File: config.mk
export PLATFORM = sky130hd
export DESIGN_NAME = mac_datapath
export DESIGN_NICKNAME = d
export VERILOG_FILES = /design/src/rtl/mac_datapath.sv
export SDC_FILE = /design/constraint.sdc
export NUM_CORES = 1
export LEC_CHECK = 0
export BUFFER_PORTS_ARGS = -buffer_cell sky130_fd_sc_hd__buf_2
export CAP_MARGIN = 30
export CORE_ASPECT_RATIO = 1.5
export CORE_UTILIZATION = 24
export DETAILED_ROUTE_END_ITERATION = 16
export GPL_ROUTABILITY_DRIVEN = 0
export PLACE_DENSITY = 0.44
export SETUP_SLACK_MARGIN = 0.3
export SYNTH_ARGS = -nofsm -noshare
export SYNTH_HDL_FRONTEND = slang
export SYNTH_SLANG_ARGS = --single-unit
File: constraint.sdc
create_clock -name clk -period 2.95 [get_ports clk]
set_input_delay 0.1475 -clock clk [delete_from_list [all_inputs] [get_ports clk]]
set_output_delay 0.1475 -clock clk [all_outputs]
set_load 0.03 [all_outputs]
File: src/rtl/mac_datapath.sv
// Multiply-accumulate datapath: product register -> accumulator -> final-data register.
// Optional build macro MAC_SATURATE_EN makes the C element clamp to all-ones instead of truncating.
module mac_datapath #(
  parameter int DATA_WIDTH = 8,
  parameter int N_TERMS    = 16,
  parameter int ACC_WIDTH  = 2*DATA_WIDTH + $clog2(N_TERMS)
) (
  input  logic                        clk,
  input  logic                        reset_n,
  input  logic [DATA_WIDTH-1:0]       readData_A,
  input  logic [DATA_WIDTH-1:0]       readData_B,
  input  logic                        en_PPReg,
  input  logic                        en_Mux,
  input  logic                        en_FDReg,
  output logic [DATA_WIDTH-1:0]       writeData_C,
  output logic                        fd_valid,
  output logic                        ovf_C,
  output logic [$clog2(N_TERMS):0]    term_cnt
);

  localparam int PP_WIDTH  = 2*DATA_WIDTH;
  localparam int CNT_WIDTH = $clog2(N_TERMS) + 1;

  logic [PP_WIDTH-1:0]   pp_q, pp_d;
  logic                  pp_vld_q, pp_vld_d;
  logic                  mux_q, mux_d;
  logic [ACC_WIDTH-1:0]  acc_q, acc_d;
  logic [CNT_WIDTH-1:0]  term_cnt_q, term_cnt_d;
  logic [DATA_WIDTH-1:0] wdata_q, wdata_d;
  logic                  fd_valid_q, fd_valid_d;
  logic                  ovf_q, ovf_d;
  logic                  acc_over;
  logic [DATA_WIDTH-1:0] acc_narrow;

  // Stage 1: product capture; the valid bit follows en_PPReg on every edge.
  always_comb begin
    pp_d     = pp_q;
    mux_d    = mux_q;
    pp_vld_d = en_PPReg;
    if (en_PPReg) begin
      pp_d  = PP_WIDTH'(readData_A) * PP_WIDTH'(readData_B);
      mux_d = en_Mux;
    end
  end

  // Stage 2: accumulate or restart; term count saturates rather than wrapping.
  always_comb begin
    acc_d      = acc_q;
    term_cnt_d = term_cnt_q;
    if (pp_vld_q) begin
      acc_d = (mux_q ? acc_q : '0) + ACC_WIDTH'(pp_q);
      if (!mux_q) begin
        term_cnt_d = CNT_WIDTH'(1);
      end else if (term_cnt_q != '1) begin
        term_cnt_d = term_cnt_q + CNT_WIDTH'(1);
      end
    end
  end

  assign acc_over = |acc_q[ACC_WIDTH-1:DATA_WIDTH];

`ifdef MAC_SATURATE_EN
  assign acc_narrow = acc_over ? '1 : acc_q[DATA_WIDTH-1:0];
`else
  assign acc_narrow = acc_q[DATA_WIDTH-1:0];
`endif

  // Stage 3 reads acc_q, so a capture coinciding with an accumulate sees the old sum.
  always_comb begin
    wdata_d    = wdata_q;
    ovf_d      = ovf_q;
    fd_valid_d = 1'b0;
    if (en_FDReg) begin
      wdata_d    = acc_narrow;
      ovf_d      = acc_over;
      fd_valid_d = 1'b1;
    end
  end

  always_ff @(posedge clk or negedge reset_n) begin
    if (!reset_n) begin
      pp_q       <= '0;
      pp_vld_q   <= 1'b0;
      mux_q      <= 1'b0;
      acc_q      <= '0;
      term_cnt_q <= '0;
      wdata_q    <= '0;
      fd_valid_q <= 1'b0;
      ovf_q      <= 1'b0;
    end else begin
      pp_q       <= pp_d;
      pp_vld_q   <= pp_vld_d;
      mux_q      <= mux_d;
      acc_q      <= acc_d;
      term_cnt_q <= term_cnt_d;
      wdata_q    <= wdata_d;
      fd_valid_q <= fd_valid_d;
      ovf_q      <= ovf_d;
    end
  end

  assign writeData_C = wdata_q;
  assign fd_valid    = fd_valid_q;
  assign ovf_C       = ovf_q;
  assign term_cnt    = term_cnt_q;

endmodule
==> results of run 1 <==
## metal layers
| layer | vias up | global-route usage | part of all wire |
|---|---|---|---|
| met2 | 62 | 0.216 | 0.53 |
| met3 | 25 | 0.00947 | 0.017 |
| li1 | 2110 | - | - |
| met4 | 0 | 0.0464 | 0.029 |
| met1 | 2057 | 0.142 | 0.43 |
| met5 | - | 0 | 0 |
## layout by cell type (no fill, tap or decap), types with 5 or more instances in the layout
cell type / netlist / final
nand2_1: 47 / 39
and2_4: 0 / 10
a21oi_1: 22 / 17
mux2_2: 24 / 20
xnor2_1: 10 / 9
nor3_1: 5 / 5
dfrtp_1: 53 / 53
ha_1: 54 / 41
nor2_1: 24 / 22
and2_1: 61 / 51
mux2i_1: 5 / 5
fa_1: 37 / 31
inv_2: 0 / 11
inv_1: 66 / 55
fa_2: 0 / 6
buf_2: 2 / 23
o211ai_1: 6 / 6
buf_12: 0 / 8
nand2_2: 0 / 6
a21o_1: 10 / 10
o21a_1: 8 / 8
nand3_1: 13 / 11
clkbuf_16: 0 / 5
buf_6: 0 / 11
o21ai_0: 19 / 12
buf_4: 0 / 72
ha_4: 0 / 12
## registers in the layout, summed over array words and instances (netlist names)
name	cells
acc_q	20
fd_valid	1
mux_q	1
ovf_C	1
pp_q	16
pp_vld_q	1
term_cnt	5
writeData_C	8
## critical path, cell delays in order
cell      delay [ps]
buf_12           120
and2_4           160
fa_2             390
fa_1             470
fa_1             550
inv_1             50
fa_1             490
inv_2             50
ha_4             240
o21a_1           230
a21oi_4          190
buf_6            130
o21bai_4          50
xor2_1           150
mux2_4           250
## area by class of cell
class                   count  area [um2]  share of cell area
clock buffers               5         125              0.0179
multi-input cells         417        3950               0.564
inverters                  66         248              0.0354
repair buffers            118         995               0.142
flip-flops and latches     53        1330               0.190
well taps                 268         335              0.0479
clock inverters             3        17.5             0.00250
## stage by stage
stage / setup TNS, ps / instance area (um2)
CTS: -3350 / 6690
detailed placement: -7670 / 6320
floorplan: -3380 / 5270
global placement: -7420 / 6320
finish: -3330 / 7000
global route: -4540 / 7000
## kinds of logic (layout without fill, tap and decap cells)
logic type               after synthesis  count (layout)  synth area share
AO/OA/AOI/OAI                        106             106             0.143
XOR/XNOR                              14              14            0.0238
adder cells (fa/ha/maj)               91              91             0.275
buffers and inverters                 80             192            0.0589
flip-flops                            53              53             0.258
multiplexers                          29              29            0.0623
AND/OR/NAND/NOR                      177             177             0.179
## power by group
| part | internal [uW] | leakage, uW | total, uW | switching, uW |
|---|---|---|---|---|
| logic | 1960 | 0.00255 | 3780 | 1810 |
| clock network | 312 | 0.0000696 | 583 | 271 |
| registers | 1000 | 0.000645 | 1210 | 204 |
## timing repair
action | in CTS | in global routing
resized for setup | 58 | 54
endpoints found under the hold margin | 27 | 0
setup buffers | 1 | 4
setup endpoints to repair | 13 | 20
hold buffers | 1 | 0
pin swaps | 25 | 28
## how the worst max path moves through the flow
| stage | depth (start not counted) | end | start | slack [ps] |
|---|---|---|---|---|
| 6_report | 15 | pp_q[10] | readData_A[2] | -510 |
| 5_1_grt | 16 | pp_q[13] | readData_B[7] | -630 |
| 4_1_cts | 15 | pp_q[13] | readData_B[2] | -480 |
| 3_5_place_dp | 16 | pp_q[13] | readData_A[2] | -990 |
| 3_3_place_gp | 16 | pp_q[13] | readData_A[2] | -940 |
| 2_1_floorplan | 14 | pp_q[13] | readData_A[3] | -600 |
==> results_dict.tcl, run 1 <==
set metrics [dict create \
    yosysMostFrequentCell "inv_1" \
    tightest_slew_ps 619 \
    cp_data_required_time_ps 3140 \
    hold_class "input port to flop" \
    row_count 65 \
    drtPass1Iterations 4 \
    r2r-end "acc_q[18]" \
    synth_top_area_frac 0.258 \
    clk_latency_ps 300 \
    power.leakage_uw 0.00327 \
    routed_wl_mm 12.2 \
    grt_pass1_vias 4496 \
    drc_errors 0 \
    clockBufferDepth 2 \
    start_util 0.245 \
    post-route-min-period_ps 3460 \
    cts_root_buf "clkbuf_16" \
    hp-start "en_Mux" \
    rr_worst_depth 11 \
    coreArea_mm2 0.0210 \
    dpl.hpwl_mm 9.96 \
    netlist_top_cells_count "inv_1, and2_1, ha_1, dfrtp_1, nand2_1" \
    stdcell_count 930 \
    slew_viol_final 0 \
    antenna_left 0 \
    io_pins 36 \
    power.total_uw 5560 \
    cap_viol_max_count 0 \
    status "finished with violations" \
    irDropWorstVdd_mv 0.257 \
    timing.rr.start "mux_q" \
    cts_made_buffers 5 \
    max_freq_mhz 289 \
    layout-drive-gt1-share 0.347 \
    cp.arrival_ps 3640 \
    synth_cells 550 \
    dp_slack_ps -989 \
    via_per_inst 4.57 \
    hold_path_end "mux_q" \
    grt_max_degree 30 \
    nets 773 \
    crit_path_end_kind "flop" \
    rsz0062_at_grt "true" \
    fin_util 0.333 \
    cts.htree.levels 2 \
    hold_viol_final 0 \
    syn_nets 662 \
    yosys_warnings 0 \
    holdPathStages 3 \
    fin_crit_sh 1.17 \
    dieArea_mm2 0.0220 \
    cts_tree "done" \
    areaGrowthSynthToFinish_pct 36.1 \
    die_w_um 122 \
    setup_ws_ps -507 \
    gr-usage-all-layers 0.119 \
    syn_area_per_cell_um2 9.35 \
    violations "negative setup slack" \
    setup_viol 9 \
    crit_fanout 6 \
    synthFlopType "dfrtp_1" \
    drt_iter0_markers 162 \
    finClkSkew_ps 4.56 \
    yosysTopAreaCell "dfrtp_1" \
    synth_top_cells_by_area "dfrtp_1, fa_1, ha_1" \
    synth-edff-count 0 \
    cts.sinks 53 \
    vias 4254 \
    crit_type "input port to flop" \
    diodes 0 \
    ys_ff_latch 53 \
    routedWlPerCell_um 13.2 \
    grt_overflow 0 \
    die_h_um 181 \
    antenna_found_initial 0 \
    fill_cells 2206 \
    worstSetupStartpointType "input port" \
    placedCellCount 916 \
    ff2ff_setup_slack_ps 440 \
    yosysSeqAreaShare 0.258 \
    power_per_cell_area_mw_per_mm2 795 \
    numPortBuffers 35 \
    slew-limit-headroom 0.588 \
    synthArstFlopShare 1.00 \
    fin_hold_ws_ps 75.3 \
    synth.distinct_cells 52 \
    syn_area_mm2 0.00514 \
    clk_pin_slew_ps 70 \
    grt_first_pass_wirelength_mm 21.4 \
]
Note: power is estimated with default switching activity, not from simulation.
==> run 2: changes to the inputs <==
ABC_AREA = 1   (was default)
CORE_ASPECT_RATIO = 0.75   (was 1.5)
PLACE_DENSITY = 0.45   (was 0.44)
clock period = 2.83 ns   (was 2.95 ns; I/O delays follow)
==> run 2 against run 1 <==
  * The run still ends with negative setup slack left
  * Worst setup slack better by 170 ps
  * Critical path depth up 3
  * Total power down 4.3%
  * Clock skew up 1.7 ps
  * Largest power group unchanged
  * Routed wire length up 13%
  * Final area up 1.6%
  * Flip-flop and latch count unchanged
==> results_dict.tcl, run 2 <==
set metrics [dict create \
    power.total_uw 5330 \
    switching_power_uw 2430 \
    numPortBuffers 35 \
    fill_cells 2421 \
    drc_errors 0 \
    synth.distinct_cells 37 \
    cp_top_family "adder cells" \
    tns_ps -2430 \
    max_freq_mhz 315 \
    hold_viol_final 0 \
    routedWlPerCell_um 11.9 \
    yosysSeqAreaShare 0.239 \
    cts.sinks 53 \
    syn_area_mm2 0.00556 \
    violations "negative setup slack" \
    syn_nets 908 \
    crit_buf_inv 6 \
    vias 4828 \
    p_seq_frac 0.220 \
    clk_pin_slew_ps 70 \
    areaGrowthSynthToFinish_pct 27.9 \
    p_clk_frac 0.116 \
    dieArea_mm2 0.0238 \
    ff2ff_setup_slack_ps 520 \
    cp.arrival_ps 3360 \
    status "finished with violations" \
    final_common_cell "nand2_1" \
    drtPass1Iterations 4 \
    routed_wl_mm 13.8 \
    yosys_warnings 0 \
    ys_ff_latch 53 \
    max_stage_delay_ps 500 \
    grt_pass1_vias 4762 \
    via_per_inst 4.16 \
    grtUsageMet3 0.0162 \
    diodes 0 \
    die_w_um 178 \
    grt_first_pass_wirelength_mm 24.0 \
    fin_crit_sh 1.12 \
    row_count 47 \
    io_pins 36 \
    setup_viol 9 \
    crit_fanout 7 \
    cpMostUsedCell "fa_1" \
    cap_viol_max_count 0 \
    finClkSkew_ps 6.28 \
    antenna_found_initial 0 \
    top_register "acc_q" \
    coreArea_mm2 0.0224 \
    fin_util 0.317 \
    hold_path_end "fd_valid" \
    switching_share 0.457 \
    crit_path_end_kind "flop" \
    setup_ws_ps -342 \
    gr-usage-all-layers 0.125 \
    start_util 0.248 \
    die_h_um 134 \
    grt_use_met1 0.198 \
    cts_root_buf "clkbuf_16" \
    cts_made_buffers 5 \
    synth-edff-count 0 \
    power_per_cell_area_mw_per_mm2 750 \
    synthArstFlopShare 1.00 \
    met2_usage 0.180 \
    power.leakage_uw 0.00405 \
    rsz0062_at_grt "true" \
    r2r-end "acc_q[16]" \
    clk_latency_ps 300 \
    layout-drive-gt1-share 0.234 \
    synth_top_cells_by_area "dfrtp_1, nand2_1, fa_1" \
    path_cells "buf_12, nand2_4, inv_2, fa_1, fa_1, fa_1, inv_1, fa_1, inv_2, ha_4, inv_2, o21ai_2, buf_4, a31oi_4, nand2_1, nand2_1, nand3_2, nand2_1" \
    syn_area_per_cell_um2 6.98 \
    dp_slack_ps -769 \
    nets 977 \
    rr_worst_depth 14 \
    synthFlopType "dfrtp_1" \
    busiest_layer "met1" \
    hp-start "en_FDReg" \
    final_cell_mix "nand2_1, inv_1, dfrtp_1" \
    slew-limit-headroom 0.550 \
    hold_class "input port to flop" \
    netlist_top_cells_count "nand2_1, inv_1, ha_1, dfrtp_1, nand3_1" \
    cts.htree.levels 2 \
    cp_data_required_time_ps 3020 \
    drt_iter0_markers 242 \
    worstSetupStartpointType "input port" \
    post-route-min-period_ps 3170 \
    largest_reg_flops 20 \
    dpl.hpwl_mm 11.5 \
    cts_tree "done" \
    pwr-share-comb 0.664 \
    clockBufferDepth 2 \
    synth_cells 796 \
    antenna_left 0 \
    holdPathStages 1 \
    grt_max_degree 27 \
    grt_overflow 0 \
    internal-power_uw 2890 \
    synth_top_area_frac 0.239 \
    slew_viol_final 0 \
    cpMaxStageDelayCell "fa_1" \
    crit_type "input port to flop" \
    yosysMostFrequentCell "nand2_1" \
    irDropWorstVdd_mv 0.300 \
    yosysTopAreaCell "dfrtp_1" \
    tightest_slew_ps 674 \
    timing.rr.start "mux_q" \
]
==> run 2: changes by cell type after synthesis, moves of 6 or more <==
cell | before | now
o211ai_1 | 6 | 0
clkbuf_1 | 12 | 22
nor2_1 | 24 | 34
o21ai_0 | 19 | 30
nand3_1 | 13 | 38
a21o_1 | 10 | 1
and2_1 | 61 | 0
nand2_2 | 0 | 6
inv_1 | 66 | 166
o21a_1 | 8 | 1
nand2_1 | 47 | 262
mux2_2 | 24 | 0
==> run 2: area by class of cell <==
| cell class | count | area (um2) | share of cell area |
|---|---|---|---|
| clock buffers | 6 | 129 | 0.0181 |
| clock inverters | 2 | 13.8 | 0.00194 |
| inverters | 171 | 644 | 0.0907 |
| multi-input cells | 544 | 3830 | 0.540 |
| flip-flops and latches | 53 | 1330 | 0.187 |
| well taps | 294 | 368 | 0.0518 |
| repair buffers | 90 | 790 | 0.111 |
==> run 2: worst max-delay path by stage <==
stage / cells after the start / from / slack (ps) / end
after floorplan: 19 / readData_B[2] / -530 / pp_q[14]
after global placement: 19 / readData_B[2] / -740 / pp_q[14]
after detailed placement: 19 / readData_B[2] / -770 / pp_q[14]
after CTS: 19 / readData_B[5] / -380 / pp_q[14]
after global routing: 18 / readData_A[5] / -530 / pp_q[12]
final: 18 / readData_A[5] / -340 / pp_q[12]
==> run 2: worst register-to-register path: stages, from the launching register on <==
cell and delay, ps:
dfrtp_1 510, nand2_1 90, inv_1 60, ha_1 210
inv_1 70, fa_1 400, nor2_2 210, nor2_4 60
nor2_1 70, or2_1 160, nand2_1 80, nand2_1 100
nand2_1 60, nand2_1 60, nand2_1 50
==> run 2: cells by family (layout without fill, tap and decap cells) <==
kind of cell	count (synthesis)	after routing	synth area share
XOR/XNOR	14	14	0.0221
AND/OR/NAND/NOR	373	373	0.283
adder cells (fa/ha/maj)	91	91	0.255
flip-flops	53	53	0.239
AO/OA/AOI/OAI	66	66	0.0642
buffers and inverters	199	269	0.137
==> run 2: power groups by stage <==
stage | Clock (uW) | Sequential, uW | Combinational [uW]
final | 619 | 1170 | 3540
after floorplan | 0 | 1230 | 2090
after global placement | 0 | 1190 | 3050
after detailed placement | 0 | 1190 | 3050
after CTS | 639 | 1180 | 3320
after global routing | 671 | 1210 | 3990
==> run 2: repair_timing <==
item	in CTS	in global routing
resized for setup	73	50
setup buffers	4	3
endpoints found under the hold margin	20	0
pin swaps	38	42
setup endpoints to repair	12	14
hold buffers	1	0
==> run 2: routing by layer <==
metal	up-vias	routed length [um]
li1	2545	-
met1	2212	7850
met2	63	5430
met3	8	395
met4	0	126
met5	-	0
==> run 2: through the flow <==
| step | cells | area, um2 | hold slack [ps] |
|---|---|---|---|
| after global routing | 1160 | 7110 | 74.1 |
| after detailed placement | 1144 | 6460 | 150 |
| after CTS | 1157 | 6890 | 72.6 |
| final | 1160 | 7110 | 75.9 |
| after global placement | 1143 | 6440 | 387 |
| after floorplan | 796 | 5840 | -154 |
